[config.mk]
export PLATFORM = sky130hd
export DESIGN_NAME = mem_port2_streamer
export DESIGN_NICKNAME = d
export VERILOG_FILES = /design/src/rtl/streamer_pkg.sv /design/src/rtl/stream_skid_fifo.sv /design/src/rtl/mem_port2_streamer.sv
export SDC_FILE = /design/constraint.sdc
export NUM_CORES = 1
export LEC_CHECK = 0
export BUFFER_PORTS_ARGS = -buffer_cell sky130_fd_sc_hd__buf_2
export CORE_MARGIN = 2
export CORE_UTILIZATION = 55
export DETAILED_ROUTE_END_ITERATION = 12
export PLACE_DENSITY = 0.76
export SLEW_MARGIN = 40
export SYNTH_ARGS = -nofsm -noshare
export SYNTH_HDL_FRONTEND = slang
export SYNTH_SLANG_ARGS = --single-unit
[constraint.sdc]
create_clock -name clk -period 4.8 [get_ports clk]
set_input_delay 0.72 -clock clk [delete_from_list [all_inputs] [get_ports clk]]
set_output_delay 0.72 -clock clk [all_outputs]
set_load 0.05 [all_outputs]
[src/rtl/streamer_pkg.sv]
// Shared types and constants for the port-2 read streamer.
package streamer_pkg;
    localparam int ADDR_W     = 20;
    localparam int DATA_W     = 16;
    localparam int RAM_OFFSET = 76;

    typedef enum logic [1:0] {
        IDLE,
        RUN,
        DONE
    } state_t;
endpackage

[src/rtl/stream_skid_fifo.sv]
// Two-entry buffer between the registered memory read and the consumer handshake.
module stream_skid_fifo #(
    parameter int DATA_W = 16
) (
    input  logic              clk,
    input  logic              rst,
    input  logic              clr,
    input  logic              push,
    input  logic              pop,
    input  logic [DATA_W-1:0] din,
    output logic [DATA_W-1:0] head,
    output logic [1:0]        occ
);
    logic [DATA_W-1:0] e0;
    logic [DATA_W-1:0] e1;

    always_ff @(posedge clk or posedge rst) begin
        if (rst) begin
            e0  <= '0;
            e1  <= '0;
            occ <= 2'd0;
        end else if (clr) begin
            occ <= 2'd0;
        end else begin
            case ({push, pop})
                2'b10: begin
                    if (occ == 2'd0) e0 <= din;
                    else             e1 <= din;
                    occ <= occ + 2'd1;
                end
                2'b01: begin
                    e0  <= e1;
                    occ <= occ - 2'd1;
                end
                2'b11: begin
                    // occupancy is unchanged; the new word lands behind whatever remains
                    if (occ == 2'd1) begin
                        e0 <= din;
                    end else begin
                        e0 <= e1;
                        e1 <= din;
                    end
                end
                default: ;
            endcase
        end
    end

    assign head = e0;
endmodule

[src/rtl/mem_port2_streamer.sv]
// Walks a block of port-2 words and emits them as a valid/ready stream.
module mem_port2_streamer #(
    parameter int ADDR_W = streamer_pkg::ADDR_W,
    parameter int DATA_W = streamer_pkg::DATA_W
) (
    input  logic              clk,
    input  logic              rst,
    input  logic              start,
    input  logic [ADDR_W-1:0] baseAddr,
    input  logic [ADDR_W-1:0] wordCount,
    output logic [ADDR_W-1:0] address2,
    input  logic [DATA_W-1:0] qb,
    output logic [DATA_W-1:0] outData,
    output logic              outValid,
    input  logic              outReady,
    output logic              busy,
    output logic              done
);
    import streamer_pkg::*;

    state_t            state;
    logic [ADDR_W-1:0] base_r;
    logic [ADDR_W-1:0] count_r;
    logic [ADDR_W-1:0] issue_cnt;
    logic [ADDR_W-1:0] pop_cnt;
    logic [ADDR_W-1:0] addr_hold;
    logic [ADDR_W-1:0] addr_sum;
    logic              inflight;
    logic [1:0]        occ;
    logic              pop;
    logic              issue;
    logic              last_pop;
    logic              clr;
    logic [2:0]        pending;
    logic [2:0]        limit;

    assign pop      = outValid & outReady;
    assign addr_sum = base_r + issue_cnt;
    // outside RUN the port keeps the last address it showed
    assign address2 = (state == RUN) ? addr_sum : addr_hold;
    assign pending  = {1'b0, occ} + {2'b00, inflight};
    assign limit    = 3'd2 + {2'b00, pop};
    assign issue    = (state == RUN) && (issue_cnt < count_r) && (pending < limit);
    assign last_pop = pop && ((pop_cnt + {{(ADDR_W-1){1'b0}}, 1'b1}) == count_r);
    assign clr      = (state == IDLE) && start;
    assign outValid = (occ != 2'd0);

    stream_skid_fifo #(
        .DATA_W (DATA_W)
    ) u_fifo (
        .clk  (clk),
        .rst  (rst),
        .clr  (clr),
        .push (inflight),
        .pop  (pop),
        .din  (qb),
        .head (outData),
        .occ  (occ)
    );

    always_ff @(posedge clk or posedge rst) begin
        if (rst) begin
            state     <= IDLE;
            busy      <= 1'b0;
            done      <= 1'b0;
            base_r    <= '0;
            count_r   <= '0;
            issue_cnt <= '0;
            pop_cnt   <= '0;
            addr_hold <= '0;
            inflight  <= 1'b0;
        end else begin
            case (state)
                IDLE: begin
                    done <= 1'b0;
                    if (start) begin
                        base_r    <= baseAddr;
                        count_r   <= wordCount;
                        issue_cnt <= '0;
                        pop_cnt   <= '0;
                        inflight  <= 1'b0;
                        busy      <= 1'b1;
                        if (wordCount == '0) begin
                            state <= DONE;
                            done  <= 1'b1;
                        end else begin
                            state <= RUN;
                        end
                    end
                end
                RUN: begin
                    inflight  <= issue;
                    addr_hold <= addr_sum;
                    if (issue) issue_cnt <= issue_cnt + {{(ADDR_W-1){1'b0}}, 1'b1};
                    if (pop)   pop_cnt   <= pop_cnt + {{(ADDR_W-1){1'b0}}, 1'b1};
                    if (last_pop) begin
                        state <= DONE;
                        done  <= 1'b1;
                    end
                end
                DONE: begin
                    state <= IDLE;
                    busy  <= 1'b0;
                    done  <= 1'b0;
                end
                default: begin
                    state <= IDLE;
                    busy  <= 1'b0;
                    done  <= 1'b0;
                end
            endcase
        end
    end
endmodule

==> insert_results.sql <==
INSERT INTO impl_metrics (metric_group, metric, value, unit) VALUES
('run_status', 'run_status', 'finished clean', ''),
('logic_synthesis', 'async_reset_ff_share', '100', '%'),
('power', 'intPower', '2.86', 'mW'),
('global_route', 'global_route.usage.total', '25.7', '%'),
('drt', 'routedWlPerCell', '16.2', 'µm'),
('clock_network', 'cts-buffers-inserted', '17', ''),
('worst_setup_path', 'critical_path_buf_inv_count', '1', ''),
('logic_synthesis', 'main_combinational_cell_family_by_area_after_synthesis', 'simple AND/OR/NAND/NOR gates', ''),
('timing', 'achievable-frequency', '0.219', 'GHz'),
('place', 'placement.setup.worst_slack', '0.694', 'ns'),
('clock_network', 'worst_setup_hold_path_clk_slew', '0.06', 'ns'),
('clock_network', 'clock_sink_count', '139', ''),
('power', 'power.share.switching', '36.2', '%'),
('timing', 'final-max-slew-violation-count', '0', ''),
('cells_and_area', 'syn_to_final_growth', '16.3', '%'),
('floorplanning', 'die_height', '124', 'µm'),
('cells_and_area', 'final_net_count', '1055', ''),
('drt', 'drtPass1Iterations', '6', ''),
('flow_run', 'maxCapViolCount', '0', ''),
('logic_synthesis', 'yosys_register_bits', '139', ''),
('floorplanning', 'fp.dieW', '124', 'µm'),
('floorplanning', 'core_area', '14000', 'µm²'),
('logic_synthesis', 'synth_commonest_cells', '142 x nand2_1, 139 x dfrtp_1, 90 x o21ai_0, 66 x nor2_1, 44 x ha_1', ''),
('logic_synthesis', 'post_synth.cell_area_avg', '9.12', 'µm²'),
('power', 'pwr-share-clk', '33.0', '%'),
('global_route', 'vias_in_the_first_global_route', '6340', ''),
('drt', 'final_wl', '18500', 'µm'),
('logic_synthesis', 'synth.most_common_cell', 'nand2_1', ''),
('floorplanning', 'io_pins', '99', ''),
('logic_synthesis', 'synth-xor-area-share', '6.85', '%'),
('logic_synthesis', 'synth_ff_type', 'dfrtp_1', ''),
('timing', 'setup_viol', '0', ''),
('drt', 'first_iter_violations', '510', ''),
('timing', 'final.setup_skew', '0.00921', 'ns'),
('global_route', 'grt_first_pass_wirelength', '30500', 'µm'),
('logic_synthesis', 'post-synth-top-area-fraction', '44.0', '%'),
('power', 'share_comb_of_total_power', '32.0', '%'),
('power', 'power.share.sequential', '35.0', '%'),
('drt', 'drt_drc_violations_left', '0', ''),
('timing', 'rsz0062_at_grt', 'no', ''),
('worst_setup_path', 'crit_path_end_kind', 'output pin', ''),
('logic_synthesis', 'netlist.top_cell.by_area', 'dfrtp_1', ''),
('timing', 'finalCritPeriodShare', '94.9', '%'),
('global_route', 'grt_remaining_overflow', '0', ''),
('worst_setup_path', 'critical_path.top_delay_family', 'compound AO/OA/AOI/OAI gates', ''),
('power', 'ir_drop', '0.000503', 'V'),
('clock_network', 'cts_resized', '0', ''),
('timing', 'period_minus_slack', '4.56', 'ns'),
('logic_synthesis', 'fraction_of_the_mapped_netlist_area_in_adder_cells', '7.21', '%'),
('clock_network', 'worst_skew_pair_later_pin_latency', '0.43', 'ns'),
('power', 'leakagePower', '4.49', 'nW'),
('place', 'io_buffer_count', '98', ''),
('worst_setup_path', 'crit_path_cell_trace', 'ha_1 > fa_1 > a211oi_1 > o21ai_0 > a221oi_1 > o21ai_0 > a21oi_1 > o21ai_0 > xnor2_1 > o21ai_0 > buf_2', ''),
('worst_setup_path', 'max_stage_delay', '0.50', 'ns'),
('logic_synthesis', 'synth-compound-area-share', '14.5', '%'),
('logic_synthesis', 'synth.mux.area_fraction', '4.57', '%'),
('drt', 'post_drt_via_cell_ratio', '5.81', ''),
('drt', 'vias', '6637', ''),
('logic_synthesis', 'synth-edff-count', '0', ''),
('global_route', 'grt_antenna_before_repair', '0', ''),
('logic_synthesis', 'post_synth_instance_area', '7910', 'µm²'),
('logic_synthesis', 'yosys.area_share.simple', '19.0', '%'),
('timing', 'finalHoldViolCount', '0', ''),
('place', 'last_weighted_congestion_value_of_the_routability_driven_placer', '0.923', ''),
('drt', 'postRouteAntennaNets', '0', ''),
('worst_setup_path', 'worst-path-max-fanout', '6', ''),
('logic_synthesis', 'synth.yosys.warnings', '0', ''),
('worst_setup_path', 'worstSetupPathType', 'flip-flop to output pin', ''),
('worst_setup_path', 'path_common_cell', 'o21ai_0', ''),
('worst_setup_path', 'cp_data_required_time', '4.08', 'ns'),
('worst_setup_path', 'crit_path_top_delay_cell', 'a221oi_1', '');
flip-flops by register name, indices dropped and copies added, names as in the netlist:
register     cells
inflight         1
done             1
addr_hold       20
pop_cnt         20
issue_cnt       20
u_fifo.occ       2
count_r         20
state            2
u_fifo.head     16
u_fifo.e1       16
busy             1
base_r          20
cell families after synthesis:
| family | Yosys count |
|---|---|
| xor gates and xnor gates | 61 |
| adders and majority gates | 45 |
| AOI/OAI and AO/OA | 193 |
| and+or+nand+nor | 321 |
| muxes | 34 |
| buffers and inverters | 74 |
| DFF | 139 |
worst reg2reg max path: cells and delay by family (launching register included):
| family | cells | cell delay, ns |
|---|---|---|
| compound gates | 4 | 0.91 |
| fa+ha+maj | 1 | 0.34 |
| flops | 1 | 0.47 |
| simple gates | 3 | 1.35 |
| xor+xnor | 1 | 0.21 |
placed cells by master, fill, tap and decap left out, types with 10 or more instances in the layout:
cell       instances
clkbuf_16         17
xnor2_1           41
ha_1              44
nand3_1           15
inv_1             31
a21o_1            12
mux2_2            17
dfrtp_1          139
o31ai_1           10
nor3_1            18
nor2_1            66
xor2_1            19
nor4_1            12
mux2i_1           17
nand2_1          142
o21ai_0           90
a21oi_1           38
nand4_1           19
buf_2             98
power by group through the flow:
stage / Sequential [mW] / Clock, mW / Combinational, mW
after floorplan: 1.77 / 0 / 0.897
after global placement: 1.57 / 0 / 1.40
after detailed placement: 1.59 / 0 / 1.43
after CTS: 1.57 / 1.49 / 1.44
after global routing: 1.60 / 1.54 / 1.57
final: 1.57 / 1.48 / 1.43
final cells by class:
cell class                      instances  area, µm²
Multi-Input combinational cell        654       4140
Clock buffer                           22        484
Sequential cell                       139       3480
Inverter                               32        128
Timing Repair Buffer                  106        551
Tap cell                              180        225
Clock inverter                         10        186
Fill cell                            1145       4790
layer usage:
layer / vias to the layer above / global-route usage [%] / part of all wire (%)
li1: 3219 / - / -
met1: 3204 / 34.6 / 46
met2: 180 / 41.2 / 47
met3: 34 / 5.40 / 5.3
met4: 0 / 9.41 / 1.9
met5: - / 0 / 0
metrics by stage:
| step | instances | utilization (%) | instance area [µm²] | hold slack (ns) | power, mW |
|---|---|---|---|---|---|
| global route | 1143 | 65.7 | 9200 | 0.477 | 4.72 |
| global placement | 1111 | 60.8 | 8510 | 0.449 | 2.97 |
| detailed placement | 1111 | 60.9 | 8520 | 0.456 | 3.01 |
| floorplan | 867 | - | 7910 | 0.452 | 2.67 |
| finish | 1143 | 65.7 | 9200 | 0.399 | 4.49 |
| CTS | 1143 | 65.7 | 9190 | 0.463 | 4.50 |
path summary, 6_finish.rpt:
path	from	to	cells past startpoint
setup / recovery	issue_cnt[0]	address2[18]	11
hold / removal	rst	addr_hold[17]	2
setup reg to reg	pop_cnt[0]	done	9
hold reg to reg	addr_hold[0]	addr_hold[0]	2
max in group asynchronous	rst	base_r[2]	3
min in group clk	addr_hold[0]	addr_hold[0]	2
(Power assumes the default switching activity.)
